<file path="src/rtl/dct_mac_pkg.sv">
// Shared definitions for the DCT multiply-accumulate unit and its scaler.
package dct_mac_pkg;

  typedef enum logic {
    RND_TRUNC   = 1'b0,
    RND_HALF_UP = 1'b1
  } rnd_mode_e;

  // Ceiling log2, usable in constant expressions.
  function automatic int clog2(input int v);
    int r;
    r = 0;
    for (int x = v - 1; x > 0; x = x >> 1) r++;
    return r;
  endfunction

  // Largest value representable in a signed field of width w.
  function automatic longint res_max(input int w);
    return (longint'(1) << (w - 1)) - 1;
  endfunction

  // Smallest value representable in a signed field of width w.
  function automatic longint res_min(input int w);
    return -(longint'(1) << (w - 1));
  endfunction

  // Half an output LSB after a right shift by frac_shift.
  function automatic longint round_const(input int frac_shift);
    return longint'(1) << (frac_shift - 1);
  endfunction

  localparam longint RES_MAX     = res_max(12);
  localparam longint RES_MIN     = res_min(12);
  localparam longint ROUND_CONST = round_const(8);

endpackage

</file>
<file path="src/rtl/dct_mac_scale_sat.sv">
// Combinational scale/round/saturate stage: acc -> signed RES_W result.
module dct_mac_scale_sat
  import dct_mac_pkg::*;
#(
  parameter int ACC_W      = 24,
  parameter int RES_W      = 12,
  parameter int FRAC_SHIFT = 8
) (
  input  logic signed [ACC_W-1:0] acc,
  input  logic                    rnd_mode,
  output logic signed [RES_W-1:0] result,
  output logic                    sat
);

  // One extra bit so adding the rounding constant cannot wrap.
  localparam int T_W = ACC_W + 1;
  localparam logic signed [T_W-1:0] K_ROUND = T_W'(round_const(FRAC_SHIFT));
  localparam logic signed [T_W-1:0] S_MAX   = T_W'(res_max(RES_W));
  localparam logic signed [T_W-1:0] S_MIN   = T_W'(res_min(RES_W));

  logic signed [T_W-1:0] t;
  logic signed [T_W-1:0] s;

  // Round, arithmetic shift, then clip to the result range.
  always_comb begin
    t      = T_W'(acc) + ((rnd_mode_e'(rnd_mode) == RND_HALF_UP) ? K_ROUND : '0);
    s      = t >>> FRAC_SHIFT;
    result = s[RES_W-1:0];
    sat    = 1'b0;
    if (s > S_MAX) begin
      result = S_MAX[RES_W-1:0];
      sat    = 1'b1;
    end else if (s < S_MIN) begin
      result = S_MIN[RES_W-1:0];
      sat    = 1'b1;
    end
  end

endmodule

</file>
<file path="src/rtl/dct_mac_unit_p.sv">
// Parametrised MAC: TAPS products per block, scaled and saturated result
// presented on a valid/ready output register.
//
// Handshakes: a transfer happens on a rising edge where valid and ready are
// both high and ena is high. in_ready never depends on in_valid; out_valid,
// once high, stays high with result/sat stable until out_ready is seen.
module dct_mac_unit_p
  import dct_mac_pkg::*;
#(
  parameter int DATA_W     = 8,
  parameter int COEF_W     = 12,
  parameter int TAPS       = 8,
  parameter int ACC_W      = 24,
  parameter int RES_W      = 12,
  parameter int FRAC_SHIFT = 8
) (
  input  logic                     clk,
  input  logic                     rst,
  input  logic                     ena,
  input  logic                     clr,
  input  logic                     rnd_mode,
  input  logic                     in_valid,
  output logic                     in_ready,
  input  logic signed [DATA_W-1:0] din,
  input  logic signed [COEF_W-1:0] coef,
  output logic                     out_valid,
  input  logic                     out_ready,
  output logic signed [RES_W-1:0]  result,
  output logic                     sat
);

  localparam int PROD_W = DATA_W + COEF_W;
  localparam int TAP_W  = clog2(TAPS);
  localparam logic [TAP_W-1:0] LAST_TAP = TAP_W'(TAPS - 1);

  if (ACC_W < DATA_W + COEF_W + clog2(TAPS)) begin : g_acc_w_check
    $error("dct_mac_unit_p: ACC_W too small for DATA_W+COEF_W+clog2(TAPS)");
  end
  if (TAPS < 2) begin : g_taps_check
    $error("dct_mac_unit_p: TAPS must be at least 2");
  end
  if (FRAC_SHIFT < 1) begin : g_shift_check
    $error("dct_mac_unit_p: FRAC_SHIFT must be at least 1");
  end

  logic                     hold;
  logic                     accept;
  logic                     a_fire;
  logic                     load;
  logic [TAP_W-1:0]         tap_cnt;
  logic signed [PROD_W-1:0] mul;
  logic signed [PROD_W-1:0] prod_q;
  logic                     prod_vld;
  logic                     prod_first;
  logic                     prod_last;
  logic signed [ACC_W-1:0]  acc;
  logic signed [ACC_W-1:0]  acc_next;
  logic signed [RES_W-1:0]  res_next;
  logic                     sat_next;

  // A held result blocks new input; clr drops whatever is offered this cycle.
  assign hold     = out_valid & ~out_ready;
  assign in_ready = ena & ~rst & ~hold & ~clr;
  assign accept   = in_valid & in_ready;
  assign mul      = din * coef;

  // The last product of a block may not advance while the previous result is held.
  assign a_fire   = prod_vld & ~(prod_last & hold);
  assign load     = a_fire & prod_last;
  assign acc_next = (prod_first ? '0 : acc) + ACC_W'(prod_q);

  dct_mac_scale_sat #(
    .ACC_W      (ACC_W),
    .RES_W      (RES_W),
    .FRAC_SHIFT (FRAC_SHIFT)
  ) u_scale_sat (
    .acc      (acc_next),
    .rnd_mode (rnd_mode),
    .result   (res_next),
    .sat      (sat_next)
  );

  // Stage M: register the product and its block-position tags.
  always_ff @(posedge clk or posedge rst) begin
    if (rst) begin
      tap_cnt    <= '0;
      prod_q     <= '0;
      prod_vld   <= 1'b0;
      prod_first <= 1'b0;
      prod_last  <= 1'b0;
    end else if (ena) begin
      if (clr) begin
        tap_cnt  <= '0;
        prod_vld <= 1'b0;
      end else if (accept) begin
        prod_q     <= mul;
        prod_vld   <= 1'b1;
        prod_first <= (tap_cnt == '0);
        prod_last  <= (tap_cnt == LAST_TAP);
        tap_cnt    <= (tap_cnt == LAST_TAP) ? '0 : tap_cnt + 1'b1;
      end else if (a_fire) begin
        prod_vld <= 1'b0;
      end
    end
  end

  // Stage A: accumulate; the first product of a block restarts the sum.
  always_ff @(posedge clk or posedge rst) begin
    if (rst) begin
      acc <= '0;
    end else if (ena) begin
      if (clr) begin
        acc <= '0;
      end else if (a_fire) begin
        acc <= acc_next;
      end
    end
  end

  // Output register: load on the last product, otherwise drain on out_ready.
  always_ff @(posedge clk or posedge rst) begin
    if (rst) begin
      out_valid <= 1'b0;
      result    <= '0;
      sat       <= 1'b0;
    end else if (ena) begin
      if (load && !clr) begin
        out_valid <= 1'b1;
        result    <= res_next;
        sat       <= sat_next;
      end else if (out_ready) begin
        out_valid <= 1'b0;
      end
    end
  end

endmodule
</file>
<file path="config.mk">
export PLATFORM = sky130hd
export DESIGN_NAME = dct_mac_unit_p
export DESIGN_NICKNAME = d
export VERILOG_FILES = /design/src/rtl/dct_mac_pkg.sv /design/src/rtl/dct_mac_scale_sat.sv /design/src/rtl/dct_mac_unit_p.sv
export SDC_FILE = /design/constraint.sdc
export NUM_CORES = 1
export LEC_CHECK = 0
export ABC_AREA = 1
export BUFFER_PORTS_ARGS = -buffer_cell sky130_fd_sc_hd__buf_2
export CAP_MARGIN = 20
export CORE_AREA = 2 2 137 172
export DETAILED_ROUTE_END_ITERATION = 12
export DIE_AREA = 0 0 139 174
export HOLD_SLACK_MARGIN = 0.1
export PLACE_DENSITY = 0.65
export SLEW_MARGIN = 40
export SYNTH_ARGS = -nofsm -noshare
export SYNTH_HDL_FRONTEND = slang
export SYNTH_HIERARCHICAL = 1
export SYNTH_SLANG_ARGS = --single-unit
</file>
<file path="constraint.sdc">
create_clock -name clk -period 4.62 [get_ports clk]
set_input_delay 0.231 -clock clk [delete_from_list [all_inputs] [get_ports clk]]
set_output_delay 0.231 -clock clk [all_outputs]
set_load 0.02 [all_outputs]
</file>
## Yosys cells after proc, flatten, opt, wreduce, memory -nomap -nowiden

Cells that the tools add are included.

| storage, ports and cells | value |
|---|---|
| register bits after elaboration | 64 |
| latch bits | 0 |
| RAM bits | 0 |
| ROM bits | 0 |
| bits of input ports | 27 |
| output and inout port bits | 15 |
| memories kept | 0 |

| operators by class | value |
|---|---|
| $add $sub $neg | 3 |
| multiply operators | 1 |
| div/mod/pow operators | 0 |
| $lt $le $gt $ge | 2 |
| equality and inequality tests | 1 |
| shift-type cells | 0 |
| muxes and demuxes | 16 |
| bitwise operators | 13 |
| reductions and logical operators | 13 |

Operators with widths:

| cell | count |
|---|---|
| $mux W24 | 3 |
| $add A24 B9 Y25 | 1 |
| $add A24 B24 Y24 | 1 |
| $mux W12 | 2 |
| $mul A8 B12 Y20 | 1 |
| $gt A17 B12 Y1 const B | 1 |
| $lt A17 B12 Y1 const B | 1 |
| $reduce_and A2 Y1 | 5 |
| $mux W3 | 3 |
| $and A1 B1 Y1 | 8 |
| $mux W8 | 1 |
| $mux W1 | 7 |
| $reduce_bool A2 Y1 | 3 |
| $not A1 Y1 | 5 |
| $add A3 B1 Y3 const B | 1 |
| $eq A3 B3 Y1 const B | 1 |
| $logic_not A3 Y1 | 1 |
| $reduce_and A3 Y1 | 1 |
| $reduce_bool A3 Y1 | 1 |
| $logic_and A1 B1 Y1 | 1 |
| $logic_not A1 Y1 | 1 |

## Longest topological paths before layout

| depth | value |
|---|---|
| word-level depth | 9 |
| depth in mapped cells | 25 |

## By module

Netlist, hierarchy kept.

By module, submodules not included:

| module | times used | cells each | area an instance (µm²) | sequential area each (µm²) |
|---|---|---|---|---|
| dct_mac_unit_p | 1 | 1212 | 8311.7 | 1601.5 |
| dct_mac_scale_sat | 1 | 111 | 581.8 | 0.0 |

## Worst setup path before layout

No wires, ideal clock.

| timing | value |
|---|---|
| path type | input to register |
| start point | in din[7] |
| end point | reg prod_q[17] |
| setup time | 0.117 ns |
| arrival | 4.052 ns |
| slack | 0.451 ns |
| stages on the path | 20 |
| cells stage by stage | inv_1 > clkbuf_1 > or2_2 > fa_1 > fa_1 > inv_1 > fa_1 > inv_1 > fa_1 > inv_1 > ha_1 > nand2_1 > inv_1 > nand3_1 > o21ai_0 > nand2_1 > nand2_1 > nand2_1 > nand3_1 > nand2_1 |

| between the ends | value |
|---|---|
| longest elaborated chain between the ends | 1 |

RTL lines:

| element | line | text |
|---|---|---|
| start, declared | dct_mac_unit_p.sv:24 | `input logic signed [DATA_W-1:0] din,` |
| $mul A8 B12 Y20 | dct_mac_unit_p.sv:65 | `assign mul = din * coef;` |
| end signal, assigned | dct_mac_unit_p.sv:96 | `prod_q <= mul;` |
| end, declared | dct_mac_unit_p.sv:52 | `logic signed [PROD_W-1:0] prod_q;` |

Every way passes these cells.
A chain may end at the register's enable or synchronous reset.

## Worst setup path after layout

| timing | value |
|---|---|
| start point | reg prod_first |
| end point | reg sat |

| between the ends | value |
|---|---|
| longest elaborated chain between the ends | 6 |
| elaborated cells between the ends (all ways) | 7 |
| classes of those cells | add/sub: 2; order compare: 2; mux: 3 |

RTL lines:

| element | line | text |
|---|---|---|
| start, declared | dct_mac_unit_p.sv:54 | `logic prod_first;` |
| start signal, assigned | dct_mac_unit_p.sv:98 | `prod_first <= (tap_cnt == '0);` |
| $mux W24 (*) | dct_mac_unit_p.sv:70 | `assign acc_next = (prod_first ? '0 : acc) + ACC_W'(prod_q);` |
| $add A24 B24 Y24 (*) | dct_mac_unit_p.sv:70 |  |
| via acc_next[13] | dct_mac_unit_p.sv:57 | `logic signed [ACC_W-1:0] acc_next;` |
| $add A24 B9 Y25 (*) | dct_mac_scale_sat.sv:26 | `t = T_W'(acc) + ((rnd_mode_e'(rnd_mode) == RND_HALF_UP) ? K_ROUND : '0);` |
| $lt A17 B12 Y1 | dct_mac_scale_sat.sv:33 | `end else if (s < S_MIN) begin` |
| $mux W1 | dct_mac_scale_sat.sv:33 |  |
| $mux W1 (*) | dct_mac_scale_sat.sv:30 | `if (s > S_MAX) begin` |
| via sat_next | dct_mac_unit_p.sv:59 | `logic sat_next;` |
| end signal, assigned | dct_mac_unit_p.sv:130 | `sat <= sat_next;` |
| end, declared | dct_mac_unit_p.sv:29 | `output logic sat` |

The timed path passes the listed nets; every way through them passes the cells marked *.

==> results by group <==
Status
  • Run status: completed

Clock network
  • CTS Sinks: 64
  • Num CTS Buffers: 9
  • Clock-pin transition on the worst setup and hold timing paths: 60 ps
  • H-tree levels: 3
  • Buffer depth of the longest clock path: 2
  • CTS tree: built
  • Post_cts resized: 0
  • Root Buffer Master: clkbuf_16
  • Later-pin clock latency in the skew report: 340 ps

Floorplan
  • Die H: 174 um
  • Initial Util: 39.2%
  • Core region area: 0.0227 mm2
  • I/O Pins: 42
  • Die ar.: 0.0242 mm2
  • Core Rows: 62
  • Die span in x: 139 um

Worst setup path
  • Largest stage delay on the critical path: 630 ps
  • Crit-path slowest cell: dfrtp_1
  • CP dominant cell by count: nand2_1
  • Arr. time, crit path: 4330 ps
  • Reg2Reg Depth: 20
  • Crit Path Category: flop to flop
  • CP max FO: 13
  • Worst Path Required: 4840 ps
  • Crit-path cells: buf_4 -> nor2_1 -> ha_1 -> nand2_1 -> nor2_1 -> nand2_1 -> inv_1 -> nand2_1 -> nand2_1 -> xor2_1 -> nand2_1 -> nor2_4 -> nand2_2 -> nor2_1 -> nand2_1 -> nand2_1 -> nand3_1 -> o21bai_2 -> nand2_1 -> mux2_2
  • Startpoint types: flop
  • Crit end category: flop

Routing
  • DRT iter0 DRCs: 338
  • Post-route DRC: 0
  • Vias: 7566
  • Remaining antenna violation count: 0
  • Final WL: 20700 um
  • Detailed-route vias per instance: 4.62
  • DR WL/cell: 12.6 um
  • DRT Pass-1 Iters: 6

GRT
  • Global route total overflow: 0
  • Largest net degree at the start of global routing: 42
  • Total GRT Usage: 18.0%
  • Vias in the first global route: 7802
  • First-pass GRT wire length: 35900 um
  • Initial antenna violation count: 0

Placed design
  • IO buf count: 41
  • Hpwl dp: 17500 um
  • Placed cell area: 0.00933 mm2
  • Final GP Congestion: 0.938

Power and ir drop
  • Comb power frac: 67.1%
  • Register share of total power: 17.8%
  • Internal power: 0.00235 W
  • Sw Ratio: 49.9%
  • Clock network power share: 15.1%
  • Leak: 5.74 nW
  • Psw: 0.00234 W
  • PwrDens: 487 mW/mm2
  • Worst vdd ir: 0.276 mV

STA
  • Setup_tns: 0 ps
  • Final Hold Viols: 0
  • Max Transition Viols Final: 0
  • Fmax: 243 MHz
  • Setup violators final: 0
  • Fin crit period: 4110 ps
  • Max transition margin: 59.6%
  • Final period utilization: 89.1%
  • RSZ-0062 raised after global routing: false
  • Clk_skew: 13.4 ps
  • Minimum hold slack: 153 ps
  • Worst Max-Slew Pin Slew: 604 ps

Logic synthesis
  • Yosys Warn Count: 6
  • Syn avg cell area: 6.73 um2
  • Syn Inst Count: 1320
  • Mapped Area: 0.00888 mm2
  • Syn nets: 1491

Finish
  • Finished layout cell area: 0.00965 mm2
  • Nets: 1517
  • Final Util: 42.6%
  • Area Overhead vs Synth: 8.61%
  • Layout cells sized above 1: 7.63%
  • Antenna cell count: 0

Hold path
  • Worst Hold Depth: 4
  • Hold Crit Class: input pin to flop

Run
  • Max Cap Viol: 0
stage by stage:
step | std cells | setup slack [ps] | power, W
floorplan | 1320 | 451 | 0.00331
global placement | 1621 | 196 | 0.00394
detailed placement | 1622 | 174 | 0.00399
CTS | 1638 | 482 | 0.00472
global route | 1638 | 111 | 0.00524
finish | 1638 | 506 | 0.00469
repair_timing:
action	in CTS	in global routing
hold buffers	1	0
endpoints found under the hold margin	23	0
buffers inserted	0	0
flip-flops by register name (all words and copies together) (netlist names):
name	flops
prod_vld	1
sat	1
result	12
tap_cnt	3
prod_first	1
acc	24
prod_q	20
out_valid	1
prod_last	1
final cells by class:
cell class / instances / area, um2
clock inverter: 2 / 37.5
timing repair buffer: 49 / 280
multi-input combinational: 904 / 5900
inverter: 318 / 1190
fill: 2419 / 13000
clock buffer: 13 / 270
sequential: 64 / 1600
tap: 288 / 360
cells in the final DEF, fill, tap and decap left out, types with 2 or more instances in the layout:
cell type and instances:
nand2_1 436, inv_1 316, nor2_1 96, fa_1 80
ha_1 64, dfrtp_1 64, nand3_1 49, buf_2 41
a21oi_1 30, o21ai_0 23, xnor2_1 18, xor2_1 17
and2_1 14, nand4_1 13, mux2_2 13, nand2_2 9
clkbuf_16 9, nand3b_1 8, o21ai_1 7, buf_4 6
o22ai_1 5, or2_2 5, nor2_2 4, clkbuf_8 3
inv_2 2, nor2_4 2
layer usage:
metal | GRT usage (%) | vias up | part of all wire [%]
li1 | - | 3946 | -
met4 | 6.65 | 0 | 3.0
met5 | 0 | - | 0
met2 | 34.2 | 103 | 52
met3 | 1.90 | 37 | 1.6
met1 | 20.7 | 3480 | 43
path summary, 6_finish.rpt:
path | start | to | slack, ps
setup / recovery | prod_first | sat | 510
hold / removal | out_ready | out_valid | 150
setup reg to reg | prod_first | sat | 510
hold reg to reg | acc[22] | acc[22] | 480
max in group asynchronous | rst | acc[1] | 3570
min in group asynchronous | rst | out_valid | 530
critical path: cells and delay by family, from the launching register on:
| kind | cells | cell delay [ps] |
|---|---|---|
| AO/OA/AOI/OAI | 1 | 400 |
| XOR/XNOR | 1 | 500 |
| adder cells (fa/ha/maj) | 1 | 350 |
| buffers and inverters | 2 | 340 |
| flip-flops | 1 | 630 |
| multiplexers | 1 | 270 |
| AND/OR/NAND/NOR | 14 | 1480 |
power groups by stage:
stage / Combinational, W / Clock, W / Sequential (W)
finish: 0.00315 / 0.000709 / 0.000837
global route: 0.00363 / 0.000744 / 0.000860
CTS: 0.00316 / 0.000721 / 0.000838
detailed placement: 0.00315 / 0 / 0.000845
global placement: 0.00310 / 0 / 0.000842
floorplan: 0.00243 / 0 / 0.000879
Note: power is estimated with default switching activity, not from simulation.
